===== src/rtl/urv_scoreboard_pkg.sv =====
// urv_scoreboard_pkg: shared types and latency constants for the uRV hazard scoreboard.
//   SB_LAT_W          default per-register counter width
//   reg_idx_t         architectural register index
//   SB_LAT_*          issue latencies used by decode; all-ones means "wait for writeback"
package urv_scoreboard_pkg;
    localparam int SB_LAT_W = 3;
    typedef logic [4:0] reg_idx_t;
    localparam logic [SB_LAT_W-1:0] SB_LAT_NONE      = 3'd0;
    localparam logic [SB_LAT_W-1:0] SB_LAT_LOAD      = 3'd2;
    localparam logic [SB_LAT_W-1:0] SB_LAT_SHIFT     = 3'd2;
    localparam logic [SB_LAT_W-1:0] SB_LAT_MUL       = 3'd2;
    localparam logic [SB_LAT_W-1:0] SB_LAT_UNBOUNDED = '1;
endpackage


===== src/rtl/urv_scoreboard_if.sv =====
// urv_scoreboard_if: decode/writeback bundle between the decode stage and the scoreboard.
//   d_*_i          decode instruction fields, issue and kill
//   wb_valid_i/wb_rd_i  writeback release of an unbounded-latency result
//   d_stall_req_o  combinational stall request back to decode
//   busy_o         per-register pending flags (bit 0 always 0)
//   master modport: decode side; slave modport: scoreboard side
interface urv_scoreboard_if import urv_scoreboard_pkg::*; #(parameter int LAT_W = SB_LAT_W);
    logic             d_valid_i;
    reg_idx_t         d_rs1_i;
    reg_idx_t         d_rs2_i;
    logic             d_use_rs1_i;
    logic             d_use_rs2_i;
    reg_idx_t         d_rd_i;
    logic             d_rd_write_i;
    logic [LAT_W-1:0] d_latency_i;
    logic             d_issue_i;
    logic             d_kill_i;
    logic             wb_valid_i;
    reg_idx_t         wb_rd_i;
    logic             d_stall_req_o;
    logic [31:0]      busy_o;

    modport master (
        output d_valid_i, d_rs1_i, d_rs2_i, d_use_rs1_i, d_use_rs2_i, d_rd_i, d_rd_write_i,
               d_latency_i, d_issue_i, d_kill_i, wb_valid_i, wb_rd_i,
        input  d_stall_req_o, busy_o
    );
    modport slave (
        input  d_valid_i, d_rs1_i, d_rs2_i, d_use_rs1_i, d_use_rs2_i, d_rd_i, d_rd_write_i,
               d_latency_i, d_issue_i, d_kill_i, wb_valid_i, wb_rd_i,
        output d_stall_req_o, busy_o
    );
endinterface


===== src/rtl/urv_sb_counter.sv =====
// urv_sb_counter: one register's latency counter with allocate > release > count-down priority.
//   clk_i, rst_n_i  clock, synchronous active-low reset
//   alloc_i         allocate this register with lat_i (caller guarantees lat_i >= 2)
//   lat_i           issue latency; all-ones parks the counter until released
//   rel_i           writeback targets this register
//   cnt_o           current counter value
module urv_sb_counter #(parameter int LAT_W = 3) (
    input  logic             clk_i,
    input  logic             rst_n_i,
    input  logic             alloc_i,
    input  logic [LAT_W-1:0] lat_i,
    input  logic             rel_i,
    output logic [LAT_W-1:0] cnt_o
);
    localparam logic [LAT_W-1:0] ONES = '1;
    logic [LAT_W-1:0] cnt_q, cnt_d;

    // Allocating L-1 makes the counter reach zero exactly L cycles after issue.
    always_comb
        cnt_d = alloc_i                        ? (lat_i == ONES ? ONES : lat_i - LAT_W'(1)) :
                (rel_i && cnt_q == ONES)       ? '0 :
                (cnt_q != '0 && cnt_q != ONES) ? cnt_q - LAT_W'(1) :
                                                 cnt_q;

    always_ff @(posedge clk_i)
        if (!rst_n_i) cnt_q <= '0;
        else          cnt_q <= cnt_d;

    assign cnt_o = cnt_q;
endmodule


===== src/rtl/urv_scoreboard.sv =====
// urv_scoreboard: per-register hazard scheduler that stalls decode until operands are forwardable.
//   clk_i, rst_n_i  clock, synchronous active-low reset
//   sb (slave)      decode fields, issue/kill, writeback release, stall request and busy flags
// Optional: define URV_SCOREBOARD_WAW_EN to also stall a write to a register whose older
// write is still pending (needed once writebacks can retire out of order).
module urv_scoreboard import urv_scoreboard_pkg::*; #(parameter int LAT_W = SB_LAT_W) (
    input  logic            clk_i,
    input  logic            rst_n_i,
    urv_scoreboard_if.slave sb
);
    logic [LAT_W-1:0] cnt [32];
    logic [31:0]      busy;
    logic             hit1, hit2, waw, stall, alloc_ok;

    // x0 has no counter; a constant zero keeps the read muxes uniform.
    assign cnt[0] = '0;

    // A stalled issue is a protocol error; refusing the allocation keeps state sane.
    assign alloc_ok = sb.d_issue_i && !sb.d_kill_i && sb.d_rd_write_i &&
                      sb.d_latency_i >= LAT_W'(2) && !stall;

    for (genvar i = 1; i < 32; i++) begin : g_cnt
        urv_sb_counter #(.LAT_W(LAT_W)) u_cnt (
            .clk_i,
            .rst_n_i,
            .alloc_i (alloc_ok && sb.d_rd_i == reg_idx_t'(i)),
            .lat_i   (sb.d_latency_i),
            .rel_i   (sb.wb_valid_i && sb.wb_rd_i == reg_idx_t'(i)),
            .cnt_o   (cnt[i])
        );
    end

    always_comb begin
        busy = '0;
        for (int r = 1; r < 32; r++) busy[r] = cnt[r] != '0;
    end

    always_comb begin
        hit1  = sb.d_use_rs1_i && sb.d_rs1_i != '0 && cnt[sb.d_rs1_i] != '0;
        hit2  = sb.d_use_rs2_i && sb.d_rs2_i != '0 && cnt[sb.d_rs2_i] != '0;
`ifdef URV_SCOREBOARD_WAW_EN
        waw   = sb.d_rd_write_i && sb.d_rd_i != '0 && cnt[sb.d_rd_i] != '0;
`else
        waw   = 1'b0;
`endif
        stall = sb.d_valid_i && !sb.d_kill_i && (hit1 || hit2 || waw);
    end

    assign sb.d_stall_req_o = stall;
    assign sb.busy_o        = busy;
endmodule

===== src/flat_wrapper.sv =====
// flat-port wrapper written by rule: the top's interface ports become plain ports
module urv_scoreboard_flat import urv_scoreboard_pkg::*;
#(parameter int LAT_W = SB_LAT_W)
  (clk_i, rst_n_i, sb_d_valid_i, sb_d_rs1_i, sb_d_rs2_i, sb_d_use_rs1_i, sb_d_use_rs2_i, sb_d_rd_i, sb_d_rd_write_i, sb_d_latency_i, sb_d_issue_i, sb_d_kill_i, sb_wb_valid_i, sb_wb_rd_i, sb_d_stall_req_o, sb_busy_o);
  urv_scoreboard_if #(.LAT_W(LAT_W)) sb_i ();
  input  logic clk_i;
  input  logic rst_n_i;
  input wire logic [$bits(sb_i.d_valid_i)-1:0] sb_d_valid_i;
  input wire logic [$bits(sb_i.d_rs1_i)-1:0] sb_d_rs1_i;
  input wire logic [$bits(sb_i.d_rs2_i)-1:0] sb_d_rs2_i;
  input wire logic [$bits(sb_i.d_use_rs1_i)-1:0] sb_d_use_rs1_i;
  input wire logic [$bits(sb_i.d_use_rs2_i)-1:0] sb_d_use_rs2_i;
  input wire logic [$bits(sb_i.d_rd_i)-1:0] sb_d_rd_i;
  input wire logic [$bits(sb_i.d_rd_write_i)-1:0] sb_d_rd_write_i;
  input wire logic [$bits(sb_i.d_latency_i)-1:0] sb_d_latency_i;
  input wire logic [$bits(sb_i.d_issue_i)-1:0] sb_d_issue_i;
  input wire logic [$bits(sb_i.d_kill_i)-1:0] sb_d_kill_i;
  input wire logic [$bits(sb_i.wb_valid_i)-1:0] sb_wb_valid_i;
  input wire logic [$bits(sb_i.wb_rd_i)-1:0] sb_wb_rd_i;
  output wire logic [$bits(sb_i.d_stall_req_o)-1:0] sb_d_stall_req_o;
  output wire logic [$bits(sb_i.busy_o)-1:0] sb_busy_o;
  assign sb_i.d_valid_i = sb_d_valid_i;
  assign sb_i.d_rs1_i = sb_d_rs1_i;
  assign sb_i.d_rs2_i = sb_d_rs2_i;
  assign sb_i.d_use_rs1_i = sb_d_use_rs1_i;
  assign sb_i.d_use_rs2_i = sb_d_use_rs2_i;
  assign sb_i.d_rd_i = sb_d_rd_i;
  assign sb_i.d_rd_write_i = sb_d_rd_write_i;
  assign sb_i.d_latency_i = sb_d_latency_i;
  assign sb_i.d_issue_i = sb_d_issue_i;
  assign sb_i.d_kill_i = sb_d_kill_i;
  assign sb_i.wb_valid_i = sb_wb_valid_i;
  assign sb_i.wb_rd_i = sb_wb_rd_i;
  assign sb_d_stall_req_o = sb_i.d_stall_req_o;
  assign sb_busy_o = sb_i.busy_o;
  urv_scoreboard #(.LAT_W(LAT_W)) u_core (.clk_i(clk_i), .rst_n_i(rst_n_i), .sb(sb_i));
endmodule

===== config.mk =====
export PLATFORM = sky130hd
export DESIGN_NAME = urv_scoreboard_flat
export DESIGN_NICKNAME = d
export VERILOG_FILES = /design/src/rtl/urv_scoreboard_pkg.sv /design/src/rtl/urv_scoreboard_if.sv /design/src/rtl/urv_sb_counter.sv /design/src/rtl/urv_scoreboard.sv /design/src/flat_wrapper.sv
export SDC_FILE = /design/constraint.sdc
export NUM_CORES = 1
export LEC_CHECK = 0
export ABC_AREA = 1
export CAP_MARGIN = 20
export CORE_UTILIZATION = 41
export CTS_CLUSTER_SIZE = 25
export DETAILED_ROUTE_END_ITERATION = 6
export PLACE_DENSITY = 0.59
export SYNTH_ARGS = -nofsm -noshare
export SYNTH_HDL_FRONTEND = slang
export SYNTH_HIERARCHICAL = 1
export SYNTH_SLANG_ARGS = --single-unit

===== constraint.sdc =====
create_clock -name clk_i -period 2.5 [get_ports clk_i]
set_input_delay 0.25 -clock clk_i [delete_from_list [all_inputs] [get_ports clk_i]]
set_output_delay 0.25 -clock clk_i [all_outputs]
set_load 0.01 [all_outputs]

==> Word level (Yosys, flattened, before mapping) <==
Index checks and enable logic that the tools add are counted.
{ "word_totals": {"reg_bits": 93, "input_bits": 32, "out_inout_bits": 33, "wordCells": 496} }
{ "classes": {"add_sub_neg": 32, "n_lt_le_gt_ge": 3, "n_eq_ne": 125, "n_mux": 100, "n_bitwise": 2, "reduce_logical": 203} }
{ "op_table": {"columns": ["cell", "n"], "rows": [
  ["3-bit two-way mux", 98],
  ["3-bit nonzero test", 64],
  ["5-bit equality test (second input constant)", 32],
  ["1-bit logical AND", 134],
  ["3-bit equality test (second input constant)", 32],
  ["3-bit by 1-bit subtractor with 3-bit output (second input constant)", 32],
  ["3-bit inequality test (second input constant)", 31],
  ["5-bit by 4-bit equality test with 1-bit output (second input constant)", 16],
  ["5-bit by 3-bit equality test with 1-bit output (second input constant)", 8],
  ["3-bit binary-select mux with 5-bit select", 2],
  ["5-bit by 2-bit equality test with 1-bit output (second input constant)", 4],
  ["6-bit greater-or-equal comparator (second input constant)", 2],
  ["5-bit NOT with 6-bit output", 2],
  ["5-bit by 1-bit equality test with 1-bit output (second input constant)", 2],
  ["5-bit nonzero test", 2],
  ["3-bit by 2-bit greater-or-equal comparator with 1-bit output (second input constant)", 1],
  ["1-bit zero test", 2],
  ["1-bit logical OR", 1]
]} }

==> Logic depth before layout (Yosys ltp) <==
{ "depth": {"depth_word": 12, "depth_mapped": 23, "ltp_nobuf": 22} }

==> Modules after synthesis <==
Netlist, hierarchy kept.
{ "modules_own_cells": {"columns": ["module", "instances", "cells_each", "area_each_um2", "seq_area_each_um2"], "rows": [
  ["urv_sb_counter", 31, 52, 319.1, 60.1],
  ["urv_scoreboard", 1, 507, 2237.1, 0.0]
]} }

==> Worst setup path before layout <==
No wires, ideal clock.
{ "synth_path": {"kind": "input port to flip-flop", "startpoint": "input sb_d_rs2_i[0]", "endpoint": "register u_core.g_cnt[29].u_cnt.cnt_q[0]", "setup_time_ns": 0.113, "arrival_time_ns": 1.922, "required_time_ns": 2.387, "slack_ns": 0.465, "cell_stages": 21, "n_path_buf": 3, "path_cell_list": "buf_4 > buf_6 > nand2_1 > nand3_1 > nand3_1 > nand2_1 > nor2_1 > nand2_1 > nand2_1 > nand2_1 > nand3_1 > nand2_1 > nand2_1 > nand2_2 > buf_6 > nor2_2 > inv_2 > nand3_2 > inv_1 > nor2_1 > nor2_1"} }
{ "synth_via": {"elab_chain_cells": 12, "elab_cells_between_ends": 15, "cone_classes": "mux: 4; bitwise: 1; reduce/logical: 10"} }
{ "synth_rtl": {"columns": ["element", "line_no", "text"], "rows": [
  ["start, declared", "flat_wrapper.sv:10", "input wire logic [$bits(sb_i.d_rs2_i)-1:0] sb_d_rs2_i;"],
  ["5-bit NOT with 6-bit output (not written as such)", "urv_scoreboard.sv:40", "hit2 = sb.d_use_rs2_i && sb.d_rs2_i != '0 && cnt[sb.d_rs2_i] != '0;"],
  ["3-bit binary-select mux with 5-bit select", "urv_scoreboard.sv:40", null],
  ["3-bit two-way mux (not written as such) (2 in a row)", "urv_scoreboard.sv:40", null],
  ["3-bit nonzero test", "urv_scoreboard.sv:40", null],
  ["1-bit logical AND (*)", "urv_scoreboard.sv:40", null],
  ["1-bit logical OR (*)", "urv_scoreboard.sv:46", "stall = sb.d_valid_i && !sb.d_kill_i && (hit1 || hit2 || waw);"],
  ["1-bit logical AND (*)", "urv_scoreboard.sv:46", null],
  ["1-bit zero test (*)", "urv_scoreboard.sv:20", "sb.d_latency_i >= LAT_W'(2) && !stall;"],
  ["1-bit logical AND (*)", "urv_scoreboard.sv:20", null],
  ["1-bit logical AND (*)", "urv_scoreboard.sv:26", ".alloc_i (alloc_ok && sb.d_rd_i == reg_idx_t'(i)),"],
  ["3-bit nonzero test (no source line) / 3-bit two-way mux (equally long branches)", null, null],
  ["end signal, assigned", "urv_sb_counter.sv:27", "else cnt_q <= cnt_d;"],
  ["end, declared", "urv_sb_counter.sv:16", "logic [LAT_W-1:0] cnt_q, cnt_d;"]
]} }
Mark *: on every way between the ends. The rest lies on a longest branch, timed or not. The select of a mux whose other input is x is not followed.
A chain may end at the register's enable or synchronous reset.

==> Worst setup path after layout <==
{ "layout_path": {"startpoint": "register u_core.g_cnt[7].u_cnt.cnt_q[2]", "endpoint": "register u_core.g_cnt[19].u_cnt.cnt_q[0]"} }
{ "layout_via": {"elab_chain_cells": 11, "elab_cells_between_ends": 17, "cone_classes": "mux: 7; reduce/logical: 10"} }
{ "layout_rtl": {"columns": ["element", "line_no"], "rows": [
  ["start, declared", "urv_sb_counter.sv:16"],
  ["start signal, assigned", "urv_sb_counter.sv:27"],
  ["3-bit binary-select mux with 5-bit select (on tied branches)", "urv_scoreboard.sv:39, urv_scoreboard.sv:40"],
  ["3-bit two-way mux (on tied branches) (2 in a row)", "urv_scoreboard.sv:39, urv_scoreboard.sv:40"],
  ["3-bit nonzero test (on tied branches)", "urv_scoreboard.sv:39, urv_scoreboard.sv:40"],
  ["1-bit logical AND (on tied branches)", "urv_scoreboard.sv:39, urv_scoreboard.sv:40"],
  ["1-bit logical OR (*)", "urv_scoreboard.sv:46"],
  ["1-bit logical AND (*)", "urv_scoreboard.sv:46"],
  ["1-bit zero test (*)", "urv_scoreboard.sv:20"],
  ["1-bit logical AND (*)", "urv_scoreboard.sv:20"],
  ["1-bit logical AND (*)", "urv_scoreboard.sv:26"],
  ["3-bit nonzero test (no source line) / 3-bit two-way mux (equally long branches)", null],
  ["end signal, assigned", "urv_sb_counter.sv:27"],
  ["end, declared", "urv_sb_counter.sv:16"]
]} }
Marks and branches as above.

==> impl_metrics.json <==
{
  "criticalPathCategory": "reg2reg",
  "clock_path_buffers": 2,
  "gp_congestion": 0.909,
  "antenna_cells": 0,
  "drive_above_1_share_pct": 15.7,
  "maxCapViolCount": 0,
  "peakVddDrop_mv": 0.569,
  "design.core.area_um2": 28900,
  "synth_top_area_share_pct": 20.1,
  "grt_max_degree": 94,
  "num_vias": 12800,
  "synth.avg_cell_area_um2": 5.72,
  "grt_pass1_wl_mm": 58.4,
  "insertion_delay_ns": 0.37,
  "fin_worst_skew_ns": 0.0116,
  "fp.dieW_um": 174,
  "drc_errors": 0,
  "end_kind": "register",
  "io_buffers": 63,
  "hold_viol_final": 0,
  "syn_area_um2": 12100,
  "syn_nets": 2306,
  "critical_path.reg2reg.endpoint": "u_core/g_cnt[19].u_cnt/cnt_o[0]",
  "fmax_mhz": 426,
  "ys_warn_count": 6,
  "power_density_nw_per_um2": 994,
  "outcome": "finished clean",
  "r2r_start": "u_core/g_cnt[7].u_cnt/cnt_o[2]",
  "ys_ff_latch": 93,
  "start_util_pct": 41.9,
  "die_h_um": 174,
  "min_from": "rst_n_i",
  "crit_required_ns": 2.75,
  "drtIter0Drc": 636,
  "hp-class": "in2reg",
  "cp_common_cell": "nand2_1",
  "ys_seq_area_share_pct": 15.4,
  "nNetsFinal": 2446,
  "crit_slowest_cell": "dfxtp_2",
  "grt-ovfl-total": 0,
  "hold_depth": 3,
  "pin_count": 65,
  "wl_per_cell_um": 13.4,
  "num_rows": 62,
  "hpwl_mm": 27.4,
  "routed_via_density": 4.85,
  "htreeDepth": 3,
  "slew_headroom_pct": 61.9,
  "cp_slowest_stage_delay_ns": 0.34,
  "tightest_slew_ns": 0.572,
  "fin_crit_ns": 2.35,
  "fin_crit_sh_pct": 93.8,
  "fin_ws_ns": 0.154,
  "postRouteAntennaNets": 0,
  "area_delta_synth_final_pct": 19.4,
  "dieArea_um2": 30300,
  "ys_types": 26,
  "path_cells": "nor2_4 -> buf_4 -> nand2_1 -> nand2_1 -> nand2_1 -> nand2_1 -> nand3_2 -> nand3_2 -> nand3_1 -> nand3_1 -> nand2_1 -> nand2_2 -> nand2_8 -> buf_12 -> nor2_4 -> inv_2 -> nand3_2 -> inv_1 -> nor2_1 -> nor2_1",
  "clk_pin_slew_worst_paths_ns": 0.07,
  "worst_hold_path.endpoint": "u_core/g_cnt[27].u_cnt/cnt_o[0]",
  "synth_top_area_cell": "nand2_1",
  "largest_reg_flops": 93,
  "critPathLaunchType": "register",
  "crit_fanout": 8,
  "grtUsageTotal_pct": 23.9,
  "finalPower_mw": 14.4,
  "reg2reg_slack_ns": 0.15,
  "yosys-top-cells-area": "nand2_1 20%, ha_1 16%, dfxtp_1 15%, inv_1 12%, nor2_1 10%",
  "numCtsBuffers": 9,
  "postSynthCellCount": 2119,
  "firstDrtPassIters": 7,
  "slew_violations": 0,
  "cts_tree": "yes",
  "cts.sinks": 93,
  "arrival_ns": 2.60,
  "leakage_nw": 8.01,
  "place_ws_ns": -0.566,
  "drt_wl_total_mm": 35.5,
  "antenna_found_initial": 0,
  "root_buffer": "clkbuf_16",
  "setup_viol_count_final": 0,
  "r2r_cells": 20,
  "first_global_vias": 12100
}
## worst max-delay path, delay by kind of cell, from the launching register on
| kind | cells | cell delay [ns] |
|---|---|---|
| simple gates | 16 | 1.43 |
| buf+inv | 4 | 0.44 |
| flops | 1 | 0.34 |
## routing by layer
metal | global-route usage (%) | vias to the layer above | wire (um)
li1 | - | 6769 | -
met1 | 30.6 | 5782 | 16400
met2 | 41.9 | 247 | 17000
met3 | 2.54 | 35 | 1510
met4 | 7.35 | 0 | 637
met5 | 0 | - | 0
## report_power, final
group          switching [mW]  internal (mW)
registers               0.780           2.21
logic                    5.62           4.16
clock network           0.656          0.975
total                    7.06           7.34
## final cells by class
cell class / instances / area [um^2]
clock inverter: 4 / 97.6
timing repair buffer: 148 / 1420
fill: 3049 / 14500
sequential: 93 / 1870
tap: 384 / 480
inverter: 424 / 1600
multi-input combinational: 1583 / 8770
clock buffer: 11 / 233
## cells in the mapped netlist, drive strengths merged
| cell type | n |
|---|---|
| buf | 15 |
| conb | 1 |
| nor2 | 390 |
| ha | 155 |
| dfxtp | 93 |
| o21ai | 17 |
| o211ai | 2 |
| clkinv | 1 |
| inv | 423 |
| o21a | 1 |
| nor3 | 3 |
| nand4 | 67 |
| a21oi | 12 |
| or3 | 1 |
| clkbuf | 4 |
| nand3 | 251 |
| nand2 | 680 |
| or2 | 3 |
## worst max path at each step
stage          slack, ns                         endpoint                           start
6_report            0.15  u_core/g_cnt[19].u_cnt/cnt_o[0]  u_core/g_cnt[7].u_cnt/cnt_o[2]
5_1_grt            -0.02  u_core/g_cnt[20].u_cnt/cnt_o[2]  u_core/g_cnt[7].u_cnt/cnt_o[2]
4_1_cts            -0.09  u_core/g_cnt[19].u_cnt/cnt_o[0]                   sb_d_rs2_i[2]
3_5_place_dp       -0.57  u_core/g_cnt[19].u_cnt/cnt_o[0]                   sb_d_rs2_i[0]
3_3_place_gp       -0.54  u_core/g_cnt[16].u_cnt/cnt_o[0]                   sb_d_rs1_i[1]
2_1_floorplan       0.47  u_core/g_cnt[29].u_cnt/cnt_o[0]                   sb_d_rs2_i[0]
## cell families (layout without fill, tap and decap cells)
group                      after synthesis  in the layout  share of synthesized area, %
and+or+nand+nor                       1395           1395                          53.0
buffers and inverters                  443            587                          14.2
adders and majority gates              155            155                          16.0
DFF                                     93             93                          15.4
AOI/OAI and AO/OA                       32             32                          1.38
other                                    1              1                        0.0309
## per-stage QoR
step	setup TNS, ns	instance area [um^2]	hold WS [ns]	instances	utilization, %
CTS	-0.831	14200	0.368	2642	48.9
global route	-0.0775	14500	0.393	2647	50.0
global placement	-39.39	13800	0.607	2627	47.7
finish	0	14500	0.374	2647	50.0
floorplan	0	12100	0.371	2119	-
detailed placement	-43.30	13800	0.613	2627	47.7
## cell usage in the layout, fill, tap and decap left out, drive strengths merged, types with 2 or more instances in the layout
master and n:
nand2 680, inv 423, nor2 390, nand3 251, ha 155, dfxtp 93, buf 86, nand4 67
clkdlybuf4s50 52, o21ai 17, clkbuf 15, a21oi 12, dlygate4sd2 4, bufinv 3, nor3 3, or2 3
dlymetal6s2s 2, o211ai 2
## repair_timing
item,in CTS,in global routing
pin swaps,0,7
hold buffers,0,0
setup buffers,0,2
setup endpoints to repair,94,94
gates cloned,0,3
gates resized for setup,10,66
Power figures use the tool's default switching activity.
